--- config.mk ---
export PLATFORM = sky130hd
export DESIGN_NAME = encoder_4x2_req_flat
export DESIGN_NICKNAME = d
export VERILOG_FILES = /design/src/rtl/encoder_4x2_req_if.sv /design/src/rtl/encoder_4x2_req.sv /design/src/flat_wrapper.sv
export SDC_FILE = /design/constraint.sdc
export NUM_CORES = 1
export LEC_CHECK = 0
export ABC_AREA = 1
export ABC_CLOCK_PERIOD_IN_PS = 2000
export BUFFER_PORTS_ARGS = -buffer_cell sky130_fd_sc_hd__buf_4
export CAP_MARGIN = 40
export CORE_AREA = 4 4 41 43
export CTS_CLUSTER_DIAMETER = 60
export DETAILED_ROUTE_END_ITERATION = 6
export DIE_AREA = 0 0 45 47
export GPL_TIMING_DRIVEN = 0
export SLEW_MARGIN = 20
export SYNTH_ARGS = -nofsm -noshare
export SYNTH_HDL_FRONTEND = slang
export SYNTH_SLANG_ARGS = --single-unit
export TNS_END_PERCENT = 30
--- constraint.sdc ---
create_clock -name clk -period 2 [get_ports clk]
set_input_delay 0.1 -clock clk [delete_from_list [all_inputs] [get_ports clk]]
set_output_delay 0.1 -clock clk [all_outputs]
set_load 0.05 [all_outputs]
--- src/rtl/encoder_4x2_req_if.sv ---
// Request/handshake bundle between a request source and the 4x2 request encoder.
// D and pending are indexed [0:3] so that element i is request index i.
interface encoder_4x2_req_if;
  logic       enable;
  logic [0:3] D;
  logic       ack;
  logic       A;
  logic       B;
  logic       valid;
  logic [0:3] pending;
  logic       dropped;

  modport master (
    output enable, D, ack,
    input  A, B, valid, pending, dropped
  );

  modport slave (
    input  enable, D, ack,
    output A, B, valid, pending, dropped
  );
endinterface

--- src/rtl/encoder_4x2_req.sv ---
// Sequential 4-to-2 priority encoder: latches rising request edges into pending bits,
// presents the highest pending index as (A,B) with valid, and holds it until acknowledged.
module encoder_4x2_req (
  input  logic                  clk,
  input  logic                  reset,
  encoder_4x2_req_if.slave      bus
);

  typedef enum logic [1:0] {
    ST_IDLE = 2'd0,
    ST_HOLD = 2'd1,
    ST_GAP  = 2'd2
  } state_e;

  state_e     state_q, state_d;
  logic [0:3] d_prev_q;
  logic [0:3] pending_q, pending_d;
  logic       a_q, a_d;
  logic       b_q, b_d;
  logic       valid_q, valid_d;
  logic       dropped_q, dropped_d;

  logic [0:3] rise_s;
  logic [0:3] cap_s;
  logic [0:3] clr_s;
  logic [1:0] code_s;
  logic [1:0] sel_s;

  function automatic logic [1:0] prio_sel(input logic [0:3] p);
    logic [1:0] r;
    if (p[3]) begin
      r = 2'd3;
    end else if (p[2]) begin
      r = 2'd2;
    end else if (p[1]) begin
      r = 2'd1;
    end else begin
      r = 2'd0;
    end
    return r;
  endfunction

  // Edge capture, ack clear (set wins on collision) and drop detection
  always_comb begin
    rise_s = bus.D & ~d_prev_q;
    cap_s  = bus.enable ? rise_s : 4'b0000;
    code_s = {a_q, b_q};
    clr_s  = 4'b0000;
    if ((state_q == ST_HOLD) && bus.ack) begin
      clr_s[code_s] = 1'b1;
    end else begin
      clr_s = 4'b0000;
    end
    pending_d = (pending_q & ~clr_s) | cap_s;
    dropped_d = |(cap_s & pending_q & ~clr_s);
    sel_s     = prio_sel(pending_q);
  end

  // Presentation FSM: IDLE picks the winner, HOLD waits for ack, GAP spaces pulses
  always_comb begin
    state_d = state_q;
    a_d     = a_q;
    b_d     = b_q;
    valid_d = valid_q;
    case (state_q)
      ST_IDLE: begin
        valid_d = 1'b0;
        if (bus.enable && (pending_q != 4'b0000)) begin
          {a_d, b_d} = sel_s;
          valid_d    = 1'b1;
          state_d    = ST_HOLD;
        end else begin
          state_d = ST_IDLE;
        end
      end
      ST_HOLD: begin
        if (bus.ack) begin
          valid_d = 1'b0;
          state_d = ST_GAP;
        end else begin
          valid_d = 1'b1;
          state_d = ST_HOLD;
        end
      end
      ST_GAP: begin
        valid_d = 1'b0;
        state_d = ST_IDLE;
      end
      default: begin
        valid_d = 1'b0;
        state_d = ST_IDLE;
      end
    endcase
  end

  // State registers; reset samples D so lines held high through reset are not new requests
  always_ff @(posedge clk) begin
    if (reset) begin
      state_q   <= ST_IDLE;
      d_prev_q  <= bus.D;
      pending_q <= 4'b0000;
      a_q       <= 1'b0;
      b_q       <= 1'b0;
      valid_q   <= 1'b0;
      dropped_q <= 1'b0;
    end else begin
      state_q   <= state_d;
      d_prev_q  <= bus.D;
      pending_q <= pending_d;
      a_q       <= a_d;
      b_q       <= b_d;
      valid_q   <= valid_d;
      dropped_q <= dropped_d;
    end
  end

  assign bus.A       = a_q;
  assign bus.B       = b_q;
  assign bus.valid   = valid_q;
  assign bus.pending = pending_q;
  assign bus.dropped = dropped_q;

endmodule

--- src/flat_wrapper.sv ---
// flat-port wrapper written by rule: the top's interface ports become plain ports
module encoder_4x2_req_flat 
  (clk, reset, bus_enable, bus_D, bus_ack, bus_A, bus_B, bus_valid, bus_pending, bus_dropped);
  encoder_4x2_req_if bus_i ();
  input  logic clk;
  input  logic reset;
  input wire logic [$bits(bus_i.enable)-1:0] bus_enable;
  input wire logic [$bits(bus_i.D)-1:0] bus_D;
  input wire logic [$bits(bus_i.ack)-1:0] bus_ack;
  output wire logic [$bits(bus_i.A)-1:0] bus_A;
  output wire logic [$bits(bus_i.B)-1:0] bus_B;
  output wire logic [$bits(bus_i.valid)-1:0] bus_valid;
  output wire logic [$bits(bus_i.pending)-1:0] bus_pending;
  output wire logic [$bits(bus_i.dropped)-1:0] bus_dropped;
  assign bus_i.enable = bus_enable;
  assign bus_i.D = bus_D;
  assign bus_i.ack = bus_ack;
  assign bus_A = bus_i.A;
  assign bus_B = bus_i.B;
  assign bus_valid = bus_i.valid;
  assign bus_pending = bus_i.pending;
  assign bus_dropped = bus_i.dropped;
  encoder_4x2_req u_core (.clk(clk), .reset(reset), .bus(bus_i));
endmodule
==> impl_summary.log, run 1 <==
[metrics] status: finished clean
[metrics] sequential fraction of the synthesis area: 0.494
[metrics] class of the tightest hold or removal check: input pin to flop
[metrics] area added between synthesis and finish: 36.1%
[metrics] dominant combinational cell family by area after synthesis: simple AND/OR/NAND/NOR gates
[metrics] register share of total power: 0.527
[metrics] final hold vios: 0
[metrics] DIE WIDTH: approximately 45 µm
[metrics] share of total power in the clock network: 0.292
[metrics] wire length of the first global-routing pass: 1820 µm
[metrics] GRT overflow: 0
[metrics] multiplexer share of the synthesized area: 0
[metrics] clock-pin slew on the worst setup and hold paths: 80 ps
[metrics] final core utilization: 0.551
[metrics] number of synthesis warnings: 0
[metrics] via count of the routed design: 486
[metrics] Finished Layout Cells: ~110
[metrics] root buffer cell: sky130_fd_sc_hd__clkbuf_4
[metrics] most frequent standard cell in the layout excluding fill and tap cells: sky130_fd_sc_hd__nand2_1
[metrics] # placed instances: about 100
[metrics] fin crit share: 0.533
[metrics] total clock buffers created by CTS: 3
[metrics] maximum level of the CTS H-tree: 1
[metrics] die height: 47 µm
[metrics] synthesized area: 527 µm²
[metrics] Sw Ratio: 0.278
[metrics] count of port buffers added during placement: 14
[metrics] net count reported at finish: 105
[metrics] CTS tree: built
[metrics] HPWL after detailed placement: 805 µm
[metrics] die area: 2120 µm²
[metrics] pin count of the biggest net entering global routing: 10
[metrics] Resized Gates After CTS: 0
[metrics] IR drop worst, VDD: about 0.46 mV
[metrics] Gate power share: 0.181
[metrics] Worst Max-Slew Pin Slew: just over 400 ps
[metrics] power after layout: 0.533 mW
[metrics] worst setup timing slack at the placement stage: 919 ps
[metrics] Pint: between 0.3 and 0.4 mW
[metrics] worst-case headroom to the max-slew limit: 0.725
[metrics] MaxCap Viol Count: 0
[metrics] Crit path required time: 2140 ps
[metrics] area used by multi-input combinational logic: between 200 and 250 µm²
[metrics] post-detailed-route count of antenna-violating nets: 0
[metrics] sinks on the clock net: 13
[metrics] number of instances in the synthesized netlist: 74
[metrics] crit path launch type: flop
[metrics] weighted congestion reported at the end of routability-driven placement: 0.713
[metrics] FMAX: 0.937 GHz
[metrics] final worst setup slack: ~930 ps
[metrics] WHS: between 100 and 150 ps
[metrics] RSZ-0062 raised after global routing: false
[metrics] number of global-route vias before repair: 455
[metrics] compound-cell area share of the yosys netlist: 0.0855
[metrics] per-cell via count in the routed design: 4.38
[metrics] DRC Markers: 0
[metrics] Synth Area in Adders: 0
[metrics] fraction of final layout cells sized beyond drive strength 1: 0.198
[metrics] synthesized-area fraction occupied by and/or/nand/nor cells: 0.321
[metrics] pwr/cell area: 743 nW/µm²
[metrics] data arrival time of the critical path: between 1000 and 1500 ps
[metrics] shortest clock period the worst path allows after layout: ~1100 ps
[metrics] placeable core area: between 1000 and 1500 µm²
[metrics] Syn Nets: 82
[metrics] Sum Neg Setup Slack: 0 ps
[metrics] unique cell type count in the Yosys netlist: 12
[metrics] post-route cell area: between 700 and 800 µm²
[metrics] aggregate global-route resource usage: 0.122
[metrics] worst-case clock skew: 4.89 ps
[metrics] post-DR wirelength/cell: 9.09 µm
[metrics] synthesized-area fraction occupied by xor and xnor cells: 0
[metrics] mean instance size in the synthesized netlist: 7.12 µm²
[metrics] top library cells by usage in the layout, fill and taps aside: 16 x sky130_fd_sc_hd__nand2_1, 14 x sky130_fd_sc_hd__buf_4, 13 x sky130_fd_sc_hd__inv_1, 13 x sky130_fd_sc_hd__dfxtp_1
[metrics] number of pins exceeding their max-slew limit in the final report: 0
[metrics] DRT Wirelength: 1010 µm
[metrics] Top Ports: 16
[metrics] worst skew pair latency: around 270 ps
[metrics] Yosys reg bits: 13
[metrics] DRT Pass-1 Iters: 3
[metrics] maximum fanout count along the critical path: 5
[metrics] LEAKAGE: 0.330 nW
[metrics] Worst Setup End Kind: flop
[metrics] start-to-end type of the worst setup path: flop to flop
[metrics] buffer levels on the longest clock path: 2
[metrics] number of failing setup endpoints in the final timing report: 0
[metrics] initial antenna violation count: 0
[metrics] number of antenna repair diodes: 0
[metrics] initial core utilization: 0.405
[metrics] Net Switching: between 0.1 and 0.15 mW
[metrics] number of placement rows: 13
[metrics] FF+latch area: 260 µm²
[metrics] Cell Area, Placed: 651 µm²
[metrics] Fill cells: 138
[metrics] number of DRC markers after the initial detailed-route iteration: 6
-- final timing paths --
| check | from | end | slack (ps) | cells after the start |
|---|---|---|---|---|
| setup reg to reg | u_core.state_q[0]$_SDFF_PP0_ | u_core.bus.dropped$_SDFF_PP0_ | 930 | 7 |
| setup / recovery | u_core.state_q[0]$_SDFF_PP0_ | u_core.bus.dropped$_SDFF_PP0_ | 930 | 7 |
| hold / removal | bus_ack | u_core.state_q[1]$_SDFF_PP0_ | 110 | 3 |
| hold reg to reg | u_core.bus.pending[1]$_SDFF_PP0_ | u_core.bus.pending[1]$_SDFF_PP0_ | 480 | 2 |
-- critical path: stages, from the launching register on --
cell and delay (ps):
sky130_fd_sc_hd__dfxtp_1 340, sky130_fd_sc_hd__inv_1 90, sky130_fd_sc_hd__nor2_4 130, sky130_fd_sc_hd__nand3_1 110, sky130_fd_sc_hd__nand2_1 70, sky130_fd_sc_hd__nand2_1 50
sky130_fd_sc_hd__nor2_1 110, sky130_fd_sc_hd__nor2_1 40
-- power by group through the flow --
| stage | Combinational, mW | Clock [mW] | Sequential (mW) |
|---|---|---|---|
| final | 0.0963 | 0.156 | 0.281 |
| after global routing | 0.106 | 0.173 | 0.283 |
| after CTS | 0.0973 | 0.165 | 0.281 |
| after detailed placement | 0.0911 | 0 | 0.287 |
| after global placement | 0.0904 | 0 | 0.286 |
| after floorplan | 0.0313 | 0 | 0.314 |
-- synthesized netlist by cell type --
| cell | n | share of area |
|---|---|---|
| sky130_fd_sc_hd__nand3_1 | 9 | 0.086 |
| sky130_fd_sc_hd__nor2_4 | 1 | 0.021 |
| sky130_fd_sc_hd__nor2_2 | 1 | 0.012 |
| sky130_fd_sc_hd__nor2_1 | 9 | 0.064 |
| sky130_fd_sc_hd__nand4_1 | 1 | 0.012 |
| sky130_fd_sc_hd__dfxtp_1 | 13 | 0.49 |
| sky130_fd_sc_hd__nor4_1 | 1 | 0.012 |
| sky130_fd_sc_hd__a21oi_1 | 7 | 0.067 |
| sky130_fd_sc_hd__inv_1 | 13 | 0.093 |
| sky130_fd_sc_hd__o21ai_0 | 2 | 0.019 |
| sky130_fd_sc_hd__nand2_1 | 16 | 0.11 |
| sky130_fd_sc_hd__clkbuf_1 | 1 | 0.0071 |
-- layout make-up --
cell class | instances | share of cell area
inverter | 13 | 0.0681
sequential | 13 | 0.363
buffer | 1 | 0.00524
tap | 15 | 0.0262
clock buffer | 4 | 0.0366
multi-input combinational | 47 | 0.298
timing repair buffer | 18 | 0.202
-- cells by family (layout without fill, tap and decap cells) --
family,after synthesis,after routing
flip-flops,13,13
AO/OA/AOI/OAI,9,9
buffers and inverters,14,36
AND/OR/NAND/NOR,38,38
-- sequential cells by signal, indices dropped and copies added, names as in the netlist --
signal and count:
u_core.bus.pending 4, u_core.d_prev_q 4, u_core.state_q 2, u_core.bus.A 1, u_core.bus.B 1, u_core.bus.dropped 1
-- timing repair --
action / 4_1_cts / 5_1_grt
hold buffers: 4 / 0
hold endpoints to repair: 4 / 0
buffers inserted: 0 / 0
-- per-layer routing --
layer	wire length [µm]	global-route usage
met3	68	0.0383
met2	466	0.195
met4	12	0.0702
met5	0	0
met1	462	0.146
Power figures use the tool's default switching activity.
==> inputs of run 2 (changes only) <==
- ABC_AREA: 1 -> 0
- ABC_CLOCK_PERIOD_IN_PS: 2000 -> 870
- clock period: 2 -> 0.87 ns (I/O delays scaled with it)
==> impl_summary.log, run 2 <==
[metrics] status: finished with violations
[metrics] violations in the final reports: setup timing
[metrics] DRT Wirelength: 1200 µm (+19%)
[metrics] GRT overflow: 0 (unchanged)
[metrics] Crit path required time: 1060 ps (-1080 ps)
[metrics] maximum level of the CTS H-tree: 1 (unchanged)
[metrics] maximum fanout count along the critical path: 5 (unchanged)
[metrics] die area: 2120 µm² (unchanged)
[metrics] count of buffering cells on the critical path with inverters included: 0 (-1)
[metrics] delay of the slowest cell on the worst path: 360 ps (+20 ps)
[metrics] count of port buffers added during placement: 14 (unchanged)
[metrics] aggregate global-route resource usage: 0.132 (+0.00923)
[metrics] DRT Pass-1 Iters: 4 (+1)
[metrics] number of instances in the synthesized netlist: 49 (-34%)
[metrics] sequential fraction of the synthesis area: 0.517 (+0.0234)
[metrics] unique cell type count in the Yosys netlist: 25 (+13)
[metrics] DRC Markers: 0 (unchanged)
[metrics] post-DR wirelength/cell: 13.5 µm (+48%)
[metrics] Yosys reg bits: 13 (unchanged)
[metrics] area added between synthesis and finish: 60.4%
[metrics] number of global-route vias before repair: 457 (+0.44%)
[metrics] per-cell via count in the routed design: 5.12 (+17%)
[metrics] root buffer cell: sky130_fd_sc_hd__clkbuf_4
[metrics] most repeated cell in the gate-level netlist after synthesis: sky130_fd_sc_hd__dfxtp_1
[metrics] Post-synth top cells: 13 x sky130_fd_sc_hd__dfxtp_1, 4 x sky130_fd_sc_hd__a21oi_1, 4 x sky130_fd_sc_hd__nor2_1, 4 x sky130_fd_sc_hd__nor2b_1, 3 x sky130_fd_sc_hd__inv_1
[metrics] number of antenna repair diodes: 0 (unchanged)
[metrics] Finished Layout Cells: 89 (-20%)
[metrics] share of the synthesized area in the top cell type: 0.517 (+0.0234)
[metrics] proportion of synthesized flip-flops having asynchronous set or reset: 0 (unchanged)
[metrics] via count of the routed design: 456 (-6.2%)
[metrics] CTS tree: built
[metrics] mean instance size in the synthesized netlist: 10.3 µm² (+44%)
[metrics] # placed instances: 78 (-24%)
[metrics] initial antenna violation count: 0 (unchanged)
[metrics] net count reported at finish: 83 (-21%)
[metrics] FF+latch area: 280 µm² (+7.7%)
[metrics] IR drop worst, VDD: 1.03 mV (+130%)
[metrics] sinks on the clock net: 13 (unchanged)
[metrics] total clock buffers created by CTS: 3 (unchanged)
[metrics] number of failing setup endpoints in the final timing report: 13 (+13)
[metrics] post-synthesis cell type with the largest combined area: sky130_fd_sc_hd__dfxtp_1
[metrics] pwr/cell area: 1650 nW/µm² (+120%)
[metrics] fin crit share: 1.45 (+0.913)
[metrics] highest-delay cell along the critical path: sky130_fd_sc_hd__or3b_1
[metrics] Fill cells: 111 (-20%)
[metrics] wire length of the first global-routing pass: 2000 µm (+9.9%)
[metrics] worst-case headroom to the max-slew limit: 0.716 (-0.00878)
[metrics] fraction of final layout cells sized beyond drive strength 1: 0.514 (+0.316)
[metrics] HPWL after detailed placement: 790 µm (-1.9%)
[metrics] data arrival time of the critical path: 1450 ps (+240 ps)
[metrics] Top Ports: 16 (unchanged)
[metrics] buffer levels on the longest clock path: 2 (unchanged)
[metrics] class of the tightest hold or removal check: input pin to flop
[metrics] worst-case clock skew: 1.36 ps (-3.53 ps)
[metrics] number of DRC markers after the initial detailed-route iteration: 9 (+3)
[metrics] final worst setup slack: -389 ps (-1320 ps)
[metrics] pin count of the biggest net entering global routing: 10 (unchanged)
[metrics] die height: 47 µm (unchanged)
[metrics] RSZ-0062 raised after global routing: true
[metrics] number of enable flip-flop cells after synthesis: 0 (unchanged)
[metrics] weighted congestion reported at the end of routability-driven placement: 0.778 (+9.0%)
[metrics] Cell Area, Placed: 658 µm² (+1.2%)
[metrics] power after layout: 1.33 mW (+150%)
[metrics] initial core utilization: 0.387 (-0.0183)
[metrics] number of pins exceeding their max-slew limit in the final report: 0 (unchanged)
[metrics] placeable core area: 1300 µm² (unchanged)
[metrics] critical-path cell list: nand3b_4 -> o31ai_2 -> or3b_1 -> a311oi_1
[metrics] final hold vios: 0 (unchanged)
[metrics] Worst Max-Slew Pin Slew: 426 ps (+13.2 ps)
[metrics] area used by multi-input combinational logic: 268 µm² (+25%)
[metrics] synthesized area: 503 µm² (-4.5%)
[metrics] LEAKAGE: 0.337 nW (+2.3%)
[metrics] critical path's top delay family: simple AND/OR/NAND/NOR gates
[metrics] crit path launch type: flop
[metrics] clock-pin slew on the worst setup and hold paths: 80 ps (about the same)
[metrics] FMAX: 0.795 GHz (-15%)
[metrics] post-route cell area: 807 µm² (+13%)
[metrics] number of placement rows: 13 (unchanged)
[metrics] worst skew pair latency: 280 ps (about the same)
[metrics] shortest clock period the worst path allows after layout: 1260 ps (+192 ps)
[metrics] top library cells by usage in the layout, fill and taps aside: 12 x sky130_fd_sc_hd__buf_4, 5 x sky130_fd_sc_hd__dfxtp_1
[metrics] most frequent standard cell in the layout excluding fill and tap cells: sky130_fd_sc_hd__buf_4
[metrics] final core utilization: 0.620 (+0.0692)
[metrics] start-to-end type of the worst setup path: flop to flop
[metrics] Worst Setup End Kind: flop
[metrics] number of synthesis warnings: 0 (unchanged)
[metrics] DIE WIDTH: 45 µm (unchanged)
[metrics] Synth area leaders: sky130_fd_sc_hd__dfxtp_1 52%, sky130_fd_sc_hd__nor2b_1 5.0%, sky130_fd_sc_hd__a21oi_1 4.0%, sky130_fd_sc_hd__nand3b_4 4.0%, sky130_fd_sc_hd__o41ai_2 3.2%
[metrics] Syn Nets: 57 (-30%)
[metrics] post-detailed-route count of antenna-violating nets: 0 (unchanged)
[metrics] Main synth FF type: sky130_fd_sc_hd__dfxtp_1
[metrics] MaxCap Viol Count: 0 (unchanged)
[run 2: changes by cell type after synthesis, sizes merged, moves of 2 or more]
cell    delta
nand2     -15
inv       -10
nand3      -8
a22oi      +2
nor2       -7
nor2b      +4
nand3b     +2
or3        +2
a21oi      -3
[run 2: layout make-up]
| class | instances | area share |
|---|---|---|
| plain buffers | 1 | 0.00465 |
| clock inverters | 1 | 0.00620 |
| flip-flops and latches | 13 | 0.347 |
| repair buffers | 21 | 0.245 |
| inverters | 3 | 0.0140 |
| well taps | 15 | 0.0233 |
| multi-input cells | 32 | 0.332 |
| clock buffers | 3 | 0.0279 |
[run 2: final timing paths]
path	from	end	slack (ps)	cells after the start
max	u_core.state_q[1]$_SDFF_PP0_	u_core.bus.dropped$_SDFF_PP0_	-390	4
min	bus_enable	u_core.bus.dropped$_SDFF_PP0_	30	3
max reg2reg	u_core.state_q[1]$_SDFF_PP0_	u_core.bus.dropped$_SDFF_PP0_	-390	4
min reg2reg	u_core.d_prev_q[1]$_DFF_P_	u_core.bus.pending[1]$_SDFF_PP0_	510	2
[run 2: worst register-to-register path, stage by stage, from the launching register on]
cell,delay [ps]
sky130_fd_sc_hd__dfxtp_2,350
sky130_fd_sc_hd__nand3b_4,150
sky130_fd_sc_hd__o31ai_2,70
sky130_fd_sc_hd__or3b_1,360
sky130_fd_sc_hd__a311oi_1,240
[run 2: stage by stage]
stage	setup TNS [ps]	setup WS, ps	hold WS, ps
global placement	-2030	-435	155
finish	-2310	-389	29.3
CTS	-2200	-395	18.9
floorplan	-2590	-413	71.2
detailed placement	-2050	-445	155
global route	-2820	-422	23.2
[run 2: what timing repair did]
item	CTS	global route
buffers inserted	2	1
pin swaps	2	8
hold endpoints to repair	4	0
gates resized for setup	12	4
gates cloned	0	0
setup endpoints to repair	14	15
hold buffers	4	0
[run 2: cells by family after synthesis]
kind of cell	after synthesis	share of synthesized area
compound gates	13	0.204
buf+inv	4	0.0298
flops	13	0.517
simple gates	19	0.249
[run 2: report_power, final]
group	switching (mW)	internal, mW	leakage [nW]	total, mW
Sequential	0.0427	0.627	0.112	0.669
Clock	0.210	0.170	0.0177	0.381
Combinational	0.150	0.131	0.208	0.281
[run 2: routing by layer]
metal / global-route usage / routed length (µm)
met1: 0.152 / 563
met2: 0.232 / 573
met3: 0.0345 / 46
met4: 0.0526 / 14
met5: 0 / 0
==> inputs of run 3 (changes only) <==
- REMOVE_ABC_BUFFERS: unset -> 1
==> impl_summary.log, run 3 (synthesized netlist as in run 2, its figures left out) <==
[metrics] buffer levels on the longest clock path: 2 (unchanged)
[metrics] met1 usage: 0.176 (+0.0238)
[metrics] root buffer cell: sky130_fd_sc_hd__clkbuf_4
[metrics] weighted congestion reported at the end of routability-driven placement: 0.830 (+6.6%)
[metrics] fraction of final layout cells sized beyond drive strength 1: 0.452 (-0.0615)
[metrics] initial core utilization: 0.387 (unchanged)
[metrics] number of global-route vias before repair: 426 (-6.8%)
[metrics] per-cell via count in the routed design: 4.94 (-3.5%)
[metrics] violations in the final reports: setup timing
[metrics] data arrival time of the critical path: 1430 ps (-20 ps)
[metrics] Crit path required time: 1020 ps (-40 ps)
[metrics] Gate power share: 0.207 (-0.004)
[metrics] share of total power in the clock network: 0.282 (-0.004)
[metrics] worst-case clock skew: 1.53 ps (+0.169 ps)
[metrics] final worst setup slack: -416 ps (-27.4 ps)
[metrics] top library cells by usage in the layout, fill and taps aside: 9 x sky130_fd_sc_hd__buf_4, 5 x sky130_fd_sc_hd__dlygate4sd3_1, 5 x sky130_fd_sc_hd__buf_8, 5 x sky130_fd_sc_hd__dfxtp_4, 5 x sky130_fd_sc_hd__dfxtp_1
[metrics] met2 track utilization from global routing: 0.175 (-0.0565)
[metrics] DIE WIDTH: 45 µm (unchanged)
[metrics] Pint: 0.931 mW (+0.29%)
[metrics] placeable core area: 1300 µm² (unchanged)
[metrics] LEAKAGE: 0.325 nW (-3.6%)
[metrics] Worst Setup End Kind: flop
[metrics] final core utilization: 0.610 (-0.0106)
[metrics] fin crit share: 1.48 (+0.0315)
[metrics] Net Switching: 0.371 mW (-7.9%)
[metrics] CTS tree: built
[metrics] count of port buffers added during placement: 15 (+1)
[metrics] worst skew pair latency: 270 ps (about the same)
[metrics] initial antenna violation count: 0 (unchanged)
[metrics] class of the tightest hold or removal check: input pin to flop
[metrics] DRT Wirelength: 1100 µm (-8.3%)
[metrics] global-route layer with the greatest usage: met1
[metrics] area added between synthesis and finish: 57.7%
[metrics] Cell Area, Placed: 631 µm² (-4.2%)
[metrics] final hold vios: 0 (unchanged)
[metrics] start-to-end type of the worst setup path: flop to flop
[metrics] FMAX: 0.778 GHz (-2.1%)
[metrics] pin count of the biggest net entering global routing: 10 (unchanged)
[metrics] critical-path cell list: nand3b_4 -> or3_4 -> a32oi_1 -> a311oi_2
[metrics] Sw Ratio: 0.285 (-0.0176)
[metrics] die area: 2120 µm² (unchanged)
[metrics] number of placement rows: 13 (unchanged)
[metrics] post-detailed-route count of antenna-violating nets: 0 (unchanged)
[metrics] highest-delay cell along the critical path: sky130_fd_sc_hd__or3_4
[metrics] HPWL after detailed placement: 760 µm (-3.8%)
[metrics] status: finished with violations
[metrics] met3 Use GR: 0.0268 (-0.00766)
[metrics] sinks on the clock net: 13 (unchanged)
[metrics] number of failing setup endpoints in the final timing report: 9 (-4)
[metrics] register share of total power: 0.511 (+0.008)
[metrics] crit path launch type: flop
[metrics] Worst Max-Slew Pin Slew: 405 ps (-21.3 ps)
[metrics] die height: 47 µm (unchanged)
[metrics] via count of the routed design: 435 (-4.6%)
[metrics] number of pins exceeding their max-slew limit in the final report: 0 (unchanged)
[metrics] net count reported at finish: 82 (-1.2%)
[metrics] DRT Pass-1 Iters: 3 (-1)
[metrics] MaxCap Viol Count: 0 (unchanged)
[metrics] RSZ-0062 raised after global routing: true
[metrics] DRC Markers: 0 (unchanged)
[metrics] shortest clock period the worst path allows after layout: 1290 ps (+27.4 ps)
[metrics] number of DRC markers after the initial detailed-route iteration: 5 (-4)
[metrics] post-route cell area: 793 µm² (-1.7%)
[metrics] aggregate global-route resource usage: 0.129 (-0.00217)
[metrics] clock-pin slew on the worst setup and hold paths: 80 ps (about the same)
[metrics] maximum level of the CTS H-tree: 1 (unchanged)
[metrics] GRT overflow: 0 (unchanged)
[metrics] post-DR wirelength/cell: 12.5 µm (-7.2%)
[metrics] IR drop worst, VDD: 0.941 mV (-8.3%)
[metrics] total clock buffers created by CTS: 3 (unchanged)
[metrics] wire length of the first global-routing pass: 1910 µm (-4.5%)
[metrics] critical path's top delay family: simple AND/OR/NAND/NOR gates
[metrics] Top Ports: 16 (unchanged)
[metrics] count of buffering cells on the critical path with inverters included: 0 (unchanged)
[metrics] Fill cells: 107 (-3.6%)
[metrics] number of antenna repair diodes: 0 (unchanged)
[metrics] pwr/cell area: 1640 nW/µm² (-0.48%)
[metrics] worst-case headroom to the max-slew limit: 0.727 (+0.0112)
[metrics] most frequent standard cell in the layout excluding fill and tap cells: sky130_fd_sc_hd__buf_4
[metrics] delay of the slowest cell on the worst path: 340 ps (-20 ps)
[metrics] maximum fanout count along the critical path: 5 (unchanged)
## run 3: stage by stage
stage | hold slack (ps) | setup WS (ps) | TNS (ps) | power (mW) | instances
2_1_floorplan | 71.2 | -699 | -4250 | 0.810 | 48
3_3_place_gp | 154 | -427 | -2250 | 0.896 | 78
3_5_place_dp | 155 | -453 | -2280 | 0.897 | 78
4_1_cts | 29.7 | -431 | -2280 | 1.32 | 88
5_1_grt | 55.6 | -481 | -2840 | 1.37 | 88
6_report | 48.8 | -416 | -2180 | 1.30 | 88
## run 3: final timing paths
check,depth (start not counted),slack [ps],from,endpoint
worst max register to register,4,-420,u_core.state_q[1]$_SDFF_PP0_,u_core.bus.dropped$_SDFF_PP0_
worst max-delay path,4,-420,u_core.state_q[1]$_SDFF_PP0_,u_core.bus.dropped$_SDFF_PP0_
worst min register to register,2,520,u_core.bus.A$_SDFFE_PP0P_,u_core.bus.A$_SDFFE_PP0P_
worst min-delay path,3,50,bus_enable,u_core.bus.dropped$_SDFF_PP0_
## run 3: power groups by stage
stage,Sequential [mW],Clock (mW),Combinational (mW)
5_1_grt,0.672,0.412,0.288
4_1_cts,0.666,0.387,0.263
3_5_place_dp,0.674,0,0.223
3_3_place_gp,0.673,0,0.223
6_report,0.665,0.367,0.270
2_1_floorplan,0.743,0,0.0670
## run 3: repair_timing
item | in CTS | in global routing
hold buffers | 5 | 0
hold endpoints to repair | 12 | 0
cloned | 0 | 0
gates resized for setup | 19 | 8
buffers inserted | 1 | 0
endpoints found under the setup margin | 15 | 15
pin swaps | 2 | 2
## run 3: routing by layer
metal  up-vias  part of all wire
li1        227                 -
met4         0             0.011
met3         2             0.064
met2        10              0.43
met1       196              0.49
met5         -                 0
## run 3: area by class of cell
cell class                      count  area [µm²]  area share
Multi-Input combinational cell     32         239       0.301
Inverter                            3        11.3      0.0142
Sequential cell                    13         283       0.356
Clock buffer                        4        26.3      0.0331
Tap cell                           15        18.8      0.0237
Timing Repair Buffer               21         215       0.271
## run 3: worst reg2reg max path, stage by stage (launching register included)
cell and delay, ps:
sky130_fd_sc_hd__dfxtp_2 330, sky130_fd_sc_hd__nand3b_4 170, sky130_fd_sc_hd__or3_4 340, sky130_fd_sc_hd__a32oi_1 210
sky130_fd_sc_hd__a311oi_2 120
